[src/rtl/module_program_loader_if.sv]
// Boot-loader bus: byte stream in (valid/ready), instruction-memory write port out,
// plus core release (cpu_run) and sticky error.
// Ports: in_data/in_valid/in_ready (stream), mem_wr_en/mem_addr/mem_data (imem write),
//        cpu_run, err. master = stream source / observer side, slave = loader side.
interface module_program_loader_if #(
  parameter int WORD_SIZE  = 32,
  parameter int ADDR_WIDTH = 32
);
  logic [7:0]            in_data;
  logic                  in_valid;
  logic                  in_ready;
  logic                  mem_wr_en;
  logic [ADDR_WIDTH-1:0] mem_addr;
  logic [WORD_SIZE-1:0]  mem_data;
  logic                  cpu_run;
  logic                  err;

  modport master (
    output in_data, in_valid,
    input  in_ready, mem_wr_en, mem_addr, mem_data, cpu_run, err
  );

  modport slave (
    input  in_data, in_valid,
    output in_ready, mem_wr_en, mem_addr, mem_data, cpu_run, err
  );
endinterface

[src/rtl/module_program_loader.sv]
// Purpose: boot loader; parses a 16-bit big-endian word count, packs big-endian words
//          from a byte stream, writes them to instruction memory, then releases the core.
// Latency: mem_wr_en pulses one cycle after the edge accepting a word's final byte.
// Backpressure: in_ready low in reset, for one cycle after the final data byte, and in DONE.
// Ports: clk, rst (async, active-low), bus (module_program_loader_if.slave).
// Option: define LOADER_CHECKSUM_EN to require a trailing XOR checksum byte.
module module_program_loader #(
  parameter int WORD_SIZE  = 32,
  parameter int ADDR_WIDTH = 32,
  parameter int MAX_WORDS  = 1024,
  parameter int ADDR_STEP  = 1
) (
  input  logic                     clk,
  input  logic                     rst,
  module_program_loader_if.slave   bus
);

  localparam int BYTES = WORD_SIZE / 8;
  localparam int BCW   = (BYTES > 1) ? $clog2(BYTES) : 1;
  localparam logic [BCW-1:0]        LAST_B = BCW'(BYTES - 1);
  localparam logic [16:0]           MAXW   = 17'(MAX_WORDS);
  localparam logic [ADDR_WIDTH-1:0] STEP   = ADDR_WIDTH'(ADDR_STEP);

  // S_FIN is a one-cycle gap after the image body: it lets the final write
  // pulse and the core release land on the same edge without accepting a
  // stray byte in between.
  typedef enum logic [2:0] {
    S_LEN_HI,
    S_LEN_LO,
    S_DATA,
    S_FIN,
`ifdef LOADER_CHECKSUM_EN
    S_CHK,
`endif
    S_DONE,
    S_ERR
  } state_t;

  state_t                state_q;
  logic [7:0]            hdr_hi_q;
  logic [15:0]           remain_q;
  logic [BCW-1:0]        bcnt_q;
  logic [WORD_SIZE-1:0]  word_q;
  logic                  wr_pend_q;
  logic [ADDR_WIDTH-1:0] waddr_q;
  logic                  in_ready_q;
  logic                  mem_wr_en_q;
  logic [ADDR_WIDTH-1:0] mem_addr_q;
  logic [WORD_SIZE-1:0]  mem_data_q;
  logic                  cpu_run_q;
  logic                  err_q;
`ifdef LOADER_CHECKSUM_EN
  logic [7:0]            xor_q;
`endif

  logic                  accept;
  logic [15:0]           count_d;
  logic [WORD_SIZE-1:0]  word_d;

  always_comb begin
    accept  = bus.in_valid && in_ready_q;
    count_d = {hdr_hi_q, bus.in_data};
    // Shift-in MSB-first: first byte of a word ends up in the top byte.
    word_d  = (word_q << 8) | WORD_SIZE'(bus.in_data);
  end

  always_ff @(posedge clk or negedge rst) begin
    if (!rst) begin
      state_q     <= S_LEN_HI;
      hdr_hi_q    <= '0;
      remain_q    <= '0;
      bcnt_q      <= '0;
      word_q      <= '0;
      wr_pend_q   <= 1'b0;
      waddr_q     <= '0;
      in_ready_q  <= 1'b0;
      mem_wr_en_q <= 1'b0;
      mem_addr_q  <= '0;
      mem_data_q  <= '0;
      cpu_run_q   <= 1'b0;
      err_q       <= 1'b0;
`ifdef LOADER_CHECKSUM_EN
      xor_q       <= '0;
`endif
    end else begin
      mem_wr_en_q <= 1'b0;

      // word_q already holds the complete word here; a byte accepted on this
      // same edge for the next word shifts in without disturbing the capture.
      if (wr_pend_q) begin
        mem_wr_en_q <= 1'b1;
        mem_addr_q  <= waddr_q;
        mem_data_q  <= word_q;
        waddr_q     <= waddr_q + STEP;
        wr_pend_q   <= 1'b0;
      end

      case (state_q)
        S_LEN_HI: begin
          in_ready_q <= 1'b1;
          if (accept) begin
            hdr_hi_q <= bus.in_data;
            state_q  <= S_LEN_LO;
          end
        end

        S_LEN_LO: begin
          if (accept) begin
            remain_q <= count_d;
            if (count_d == 16'd0) begin
              state_q    <= S_FIN;
              in_ready_q <= 1'b0;
            end else if ({1'b0, count_d} > MAXW) begin
              state_q <= S_ERR;
              err_q   <= 1'b1;
            end else begin
              state_q <= S_DATA;
            end
          end
        end

        S_DATA: begin
          if (accept) begin
            word_q <= word_d;
`ifdef LOADER_CHECKSUM_EN
            xor_q  <= xor_q ^ bus.in_data;
`endif
            if (bcnt_q == LAST_B) begin
              bcnt_q    <= '0;
              wr_pend_q <= 1'b1;
              remain_q  <= remain_q - 16'd1;
              if (remain_q == 16'd1) begin
                state_q    <= S_FIN;
                in_ready_q <= 1'b0;
              end
            end else begin
              bcnt_q <= bcnt_q + BCW'(1);
            end
          end
        end

        S_FIN: begin
`ifdef LOADER_CHECKSUM_EN
          state_q    <= S_CHK;
          in_ready_q <= 1'b1;
`else
          state_q    <= S_DONE;
          cpu_run_q  <= 1'b1;
`endif
        end

`ifdef LOADER_CHECKSUM_EN
        S_CHK: begin
          if (accept) begin
            if (bus.in_data == xor_q) begin
              state_q    <= S_DONE;
              cpu_run_q  <= 1'b1;
              in_ready_q <= 1'b0;
            end else begin
              state_q <= S_ERR;
              err_q   <= 1'b1;
            end
          end
        end
`endif

        S_DONE: begin
          in_ready_q <= 1'b0;
          cpu_run_q  <= 1'b1;
        end

        S_ERR: begin
          in_ready_q <= 1'b1;
          err_q      <= 1'b1;
          cpu_run_q  <= 1'b0;
        end

        default: begin
          state_q <= S_ERR;
          err_q   <= 1'b1;
        end
      endcase
    end
  end

  assign bus.in_ready  = in_ready_q;
  assign bus.mem_wr_en = mem_wr_en_q;
  assign bus.mem_addr  = mem_addr_q;
  assign bus.mem_data  = mem_data_q;
  assign bus.cpu_run   = cpu_run_q;
  assign bus.err       = err_q;

endmodule

[src/flat_wrapper.sv]
// flat-port wrapper written by rule: the top's interface ports become plain ports
module module_program_loader_flat 
#(
  parameter int WORD_SIZE  = 32,
  parameter int ADDR_WIDTH = 32,
  parameter int MAX_WORDS  = 1024,
  parameter int ADDR_STEP  = 1
)
  (clk, rst, bus_in_data, bus_in_valid, bus_in_ready, bus_mem_wr_en, bus_mem_addr, bus_mem_data, bus_cpu_run, bus_err);
  module_program_loader_if #(.WORD_SIZE(WORD_SIZE), .ADDR_WIDTH(ADDR_WIDTH)) bus_i ();
  input  logic clk;
  input  logic rst;
  input wire logic [$bits(bus_i.in_data)-1:0] bus_in_data;
  input wire logic [$bits(bus_i.in_valid)-1:0] bus_in_valid;
  output wire logic [$bits(bus_i.in_ready)-1:0] bus_in_ready;
  output wire logic [$bits(bus_i.mem_wr_en)-1:0] bus_mem_wr_en;
  output wire logic [$bits(bus_i.mem_addr)-1:0] bus_mem_addr;
  output wire logic [$bits(bus_i.mem_data)-1:0] bus_mem_data;
  output wire logic [$bits(bus_i.cpu_run)-1:0] bus_cpu_run;
  output wire logic [$bits(bus_i.err)-1:0] bus_err;
  assign bus_i.in_data = bus_in_data;
  assign bus_i.in_valid = bus_in_valid;
  assign bus_in_ready = bus_i.in_ready;
  assign bus_mem_wr_en = bus_i.mem_wr_en;
  assign bus_mem_addr = bus_i.mem_addr;
  assign bus_mem_data = bus_i.mem_data;
  assign bus_cpu_run = bus_i.cpu_run;
  assign bus_err = bus_i.err;
  module_program_loader #(.WORD_SIZE(WORD_SIZE), .ADDR_WIDTH(ADDR_WIDTH), .MAX_WORDS(MAX_WORDS), .ADDR_STEP(ADDR_STEP)) u_core (.clk(clk), .rst(rst), .bus(bus_i));
endmodule
[config.mk]
export PLATFORM = sky130hd
export DESIGN_NAME = module_program_loader_flat
export DESIGN_NICKNAME = d
export VERILOG_FILES = /design/src/rtl/module_program_loader_if.sv /design/src/rtl/module_program_loader.sv /design/src/flat_wrapper.sv
export SDC_FILE = /design/constraint.sdc
export NUM_CORES = 1
export LEC_CHECK = 0
export ABC_CLOCK_PERIOD_IN_PS = 3200
export CAP_MARGIN = 20
export CORE_UTILIZATION = 30
export DETAILED_ROUTE_END_ITERATION = 8
export GPL_TIMING_DRIVEN = 0
export PLACE_DENSITY = 0.54
export SYNTH_ARGS = -nofsm -noshare
export SYNTH_HDL_FRONTEND = slang
export SYNTH_SLANG_ARGS = --single-unit
[constraint.sdc]
create_clock -name clk -period 3.2 [get_ports clk]
set_clock_uncertainty 0.15 [all_clocks]
set_input_delay 0.8 -clock clk [delete_from_list [all_inputs] [get_ports clk]]
set_output_delay 0.8 -clock clk [all_outputs]
set_load 0.1 [all_outputs]
Word-level counts from Yosys, hierarchy flattened. Index checks and enable logic that the tools add are counted.

Add/subtract/negate cells: 3. $lt $le $gt $ge: 1. Equality and inequality tests: 15. Muxes and demuxes: 28. Bitwise operators: 3. Reduce and logical (&&, ||, !) cells: 16.

Operator list (number): 2-to-1 mux 16 bit (3); adder 32 x 1 -> 32 bit (second input constant) (1); OR 32 x 8 -> 32 bit (1); case mux 16 bit (2 select lines) (1); 2-to-1 mux 3 bit (7); == test 16 x 1 -> 1 bit (second input constant) (1); greater-than comparator 16 x 11 -> 1 bit (second input constant) (1); zero test 16 bit (1); subtractor 16 x 1 -> 16 bit (second input constant) (1); case mux 3 bit (5 select lines) (1); != test 2 x 1 -> 1 bit (second input constant) (7); 2-to-1 mux 1 bit (12); AND reduction 6 bit (2); AND reduction 4 bit (2); == test 3 x 2 -> 1 bit (second input constant) (2); == test 3 bit (second input constant) (2); OR reduction 2 bit (3); case mux 1 bit (2 select lines) (2); case mux 1 bit (4 select lines) (1); AND reduction 2 bit (2); nonzero test 2 bit (2); nonzero test 4 bit (1); OR reduction 4 bit (1); == test 3 x 1 -> 1 bit (second input constant) (1); 7 further kinds (8).

Register bits after elaboration: 162. Input bits: 11. Output and inout bits: 68. Logic and storage cells: 79.

Longest topological paths before layout. Gate-level depths: netlist (run 1).

Depth after elaboration: 5. Depth in mapped cells: 7.

Worst setup path before layout (run 1). Ideal clock, no wire load.

Path kind: register to register. From: reg u_core.in_ready_q, in the netlist u_core.bus.in_ready. To: reg u_core.bcnt_q[0]. Library setup time: 0.128 ns. Arrival: 2.087 ns. Path slack: 0.835 ns. Stages on the path, launching flop included: 5. Cells stage by stage: dfrtp_1 -> nand2_1 -> nor2_1 -> buf_4 -> mux2_1.

Longest elaborated chain between the ends: 2.

RTL lines: from (decl) (RTL line module_program_loader.sv:46) `logic in_ready_q;`; from (signal assigned) (RTL line module_program_loader.sv:76) `in_ready_q <= 1'b0;`; from (signal assigned) (RTL line module_program_loader.sv:100) `in_ready_q <= 1'b1;`; from (signal assigned) (RTL line module_program_loader.sv:112) `in_ready_q <= 1'b0;`; logical AND 1 bit (RTL line module_program_loader.sv:61) `accept = bus.in_valid && in_ready_q;`; AND reduction 2 bit (no source line); to (signal assigned) (RTL line module_program_loader.sv:137) `bcnt_q <= bcnt_q + BCW'(1);`; to (decl) (RTL line module_program_loader.sv:42) `logic [BCW-1:0] bcnt_q;`.

No other way between the ends. A chain may end at the register's enable or synchronous reset.

Worst setup path in the final report (run 1).
From: reg u_core.in_ready_q, in the netlist u_core.bus.in_ready. To: out bus_in_ready.

RTL lines: to (decl) (RTL line flat_wrapper.sv:15) `output wire logic [$bits(bus_i.in_ready)-1:0] bus_in_ready;`.

No word-level cell between the ends.

==> results of run 1 <==
stage by stage:
stage	instances	cell area (um2)	util, %	setup WS (ns)
final	936	8650	38.2	0.111
after global routing	936	8650	38.2	0.0509
after CTS	936	8650	38.2	0.109
after detailed placement	905	8090	35.7	0.0366
after global placement	904	8060	35.6	-5.35
after floorplan	541	6920	-	0.835
layer usage:
metal	routed length (um)	share of wire, %
met4	208	1.3
met2	7920	50
met1	7070	45
met5	0	0
met3	588	3.7
Yosys cell counts (all sizes together) (10+ instances only):
cell type and number:
nand3 14, nor3 19, clkbuf 19, nor4 10
nand2 21, nor2 27, a21oi 13, o21ai 13
xnor2 14, dfrtp 162, buf 10, inv 12
nand4 11, xor2 18, mux2 107
state kept, by name (all words and copies together) (netlist names):
name	flops
u_core.bus.in_ready	1
u_core.wr_pend_q	1
u_core.bus.mem_data	32
u_core.state_q	3
u_core.bcnt_q	2
u_core.bus.err	1
u_core.bus.mem_wr_en	1
u_core.remain_q	16
u_core.bus.mem_addr	32
u_core.waddr_q	32
u_core.word_q	32
u_core.bus.cpu_run	1
u_core.hdr_hi_q	8
kinds of logic (layout without fill, tap and decap cells):
logic type,Yosys count,count (layout),synth area share [%]
xor gates and xnor gates,32,32,4.05
adders and majority gates,4,4,0.723
buffers and inverters,41,151,2.64
and+or+nand+nor,133,133,10.4
AOI/OAI and AO/OA,61,61,6.02
muxes,108,108,17.6
DFF,162,162,58.6
path summary, 6_finish.rpt:
path	start	endpoint	slack (ns)
max in group asynchronous	rst	u_core.remain_q[1]	1.88
setup / recovery	u_core.bus.in_ready	bus_in_ready	0.11
hold / removal	rst	u_core.bus.mem_data[31]	0.20
hold reg to reg	u_core.wr_pend_q	u_core.bus.mem_wr_en	0.23
setup reg to reg	u_core.state_q[1]	u_core.remain_q[4]	0.58
min in group clk	u_core.wr_pend_q	u_core.bus.mem_wr_en	0.23
power groups by stage:
stage	registers, uW	logic (uW)	clock network, uW
2_1_floorplan	2090	5.20	0
3_3_place_gp	2090	69.3	0
3_5_place_dp	2090	76.0	0
4_1_cts	2050	75.9	2000
5_1_grt	2050	82.8	2100
6_report	2050	71.8	1940
layout make-up:
type / instances / share of cell area, %
repair buffers: 79 / 9.40
flip-flops and latches: 162 / 46.8
clock buffers: 18 / 5.08
inverters: 12 / 0.521
well taps: 285 / 4.12
clock inverters: 13 / 1.43
multi-input cells: 338 / 31.0
plain buffers: 29 / 1.59
==> results.md, run 1 <==
- Synth top area cells: dfrtp_1 59%, mux2_2 12%, mux2_1 5.7%
- Total iterations of the first detailed-routing run: 4
- Per-cell routed wire length: 16.9 um
- Post-Synthesis Cells: roughly 540
- Largest net degree at the start of global routing: 87
- Final HPWL DP: 11.2 mm
- Clock latency at the later pin of the worst-skew pair: 0.42 ns
- Max VDD drop: slightly above 0.0003 V
- Buf/Inv on CP: 1
- Final Hold Viols: 0
- Arrival time of the worst setup path: 2.14 ns
- Final wirelength: 15.8 mm
- Outcome: finished, final reports clean
- M2 GR Usage: 23.5%
- TritonCTS Buffers: 17
- Switching power as a share of total power: 23.5%
- Commonest non-fill, non-tap cells in the layout: 162 x dfrtp_1, 77 x clkdlybuf4s50_1, 72 x mux2_2, 35 x mux2_1, 27 x nor2_1
- Power Internal: roughly 3100 uW
- Clk sinks: 162
- GP Congestion: roughly 0.84
- Yosys reg bits: 162
- Horiz. Die Dim: 154 um
- CP Data Required Time: 2.25 ns
- Crit path depth: 1
- I/O pins: 79
- Synthesized Nets: 556
- Sw Pwr: 953 uW
- Reg clk slew, reported paths: around 0.070 ns
- CP max stage cell: clkdlybuf4s50_1
- PD cells: 469 nW/um2
- Maximum clock rate: 324 MHz
- TNS Setup: 0 ns
- Nets@finish: 654
- Cell variety after synth: 50
- Die Span Y: around 150 um
- Comb pwr share: 1.8%
- Fin. max-slew vios: 0
- CTS root buf: clkbuf_16
- P&R area growth vs syn: 25.0%
- Clock buffer depth: 2
- Core box area: 22600 um2
- Hold Slack: 0.204 ns
- Worst path top cell family by delay: buffers and inverters
- Final setup vio count: 0
- H-tree depth: 4
- Clock Power Share: 47.8%
- Main synth FF type: dfrtp_1
- Synth warn: 0
- Met1 Usage GRT: roughly 19%
- FF/Latch Area: 4050 um2
- Leakage: 0.00402 uW
- Number of flops mapped to enable cells by yosys: 0
- Worst-Margin Slew: ~1.1 ns
- Antenna Nets Post-Route: 0
- Avg Synthesized Cell Area: 12.8 um2
- Hold Path Class: input port to async pin
- Max cap viols: 0
- Most Crowded Layer GR: met2
- Area of the multi-input gates: 2680 um2
- Fillers: 2141
- Number of remaining DRC errors: 0
- Register area share after synthesis: between 50 and 60%
- Sequential share of power: between 50% and 60%
- Worst-path maximum fanout: 8
- FP Rows: 55
- CP Capture Type: output port
- Via density: just under 5
- CP Cell Sequence: clkdlybuf4s50_1
- Total Power: 4060 uW
- RSZ-0062 raised after global routing: no
- Ys async rst share: 100%
- GRT Overall Usage: 14.3%
- First-pass GRT wire length: 26.1 mm
- Critical Path Start Type: flip-flop
- Final Cycle Share: a little over nine tenths
- Grt ovf: 0
- Vias: 4629
- Hold Buf Count CTS: 0
- Synthesized cell area: 6920 um2
- R2R cell count: 6
- Biggest area consumer among synthesized cells: dfrtp_1
- CTS tree: built
- Ant diodes: 0
- Vias in the first global route: 4764
- Fraction of layout instances using a drive strength above 1: 18.1%
- Crit Path Category: flip-flop to output port
- Slowest cell delay on critical path: around 1.2 ns
- Die area: 23700 um2
- Final critical-path required period: between 3 and 4 ns
- Initial antenna violation count: 0
- Port Buffers: 78
- Post-CTS Setup Bufs: 0
- Cts repair resizes: 0
- Most common cell after layout, fill and taps aside: dfrtp_1
- Routing usage on met3: about 3.1%
- Post-synth top area share: 58.6%
- Initial core utilization: between 30% and 40%
- Relative slew slack: between 20% and 30%
- Iteration-0 DRC Markers: approximately 210
Power figures use the tool's default switching activity.
==> inputs of run 2 (changes only) <==
--- a/config.mk
+++ b/config.mk
@@ -11,6 +11,7 @@
 export DETAILED_ROUTE_END_ITERATION = 8
 export GPL_TIMING_DRIVEN = 0
 export PLACE_DENSITY = 0.54
+export SKIP_LAST_GASP = 1
 export SYNTH_ARGS = -nofsm -noshare
 export SYNTH_HDL_FRONTEND = slang
 export SYNTH_SLANG_ARGS = --single-unit
==> results of run 2 <==
Final layout, timing and power as in run 1 (identical DEF).
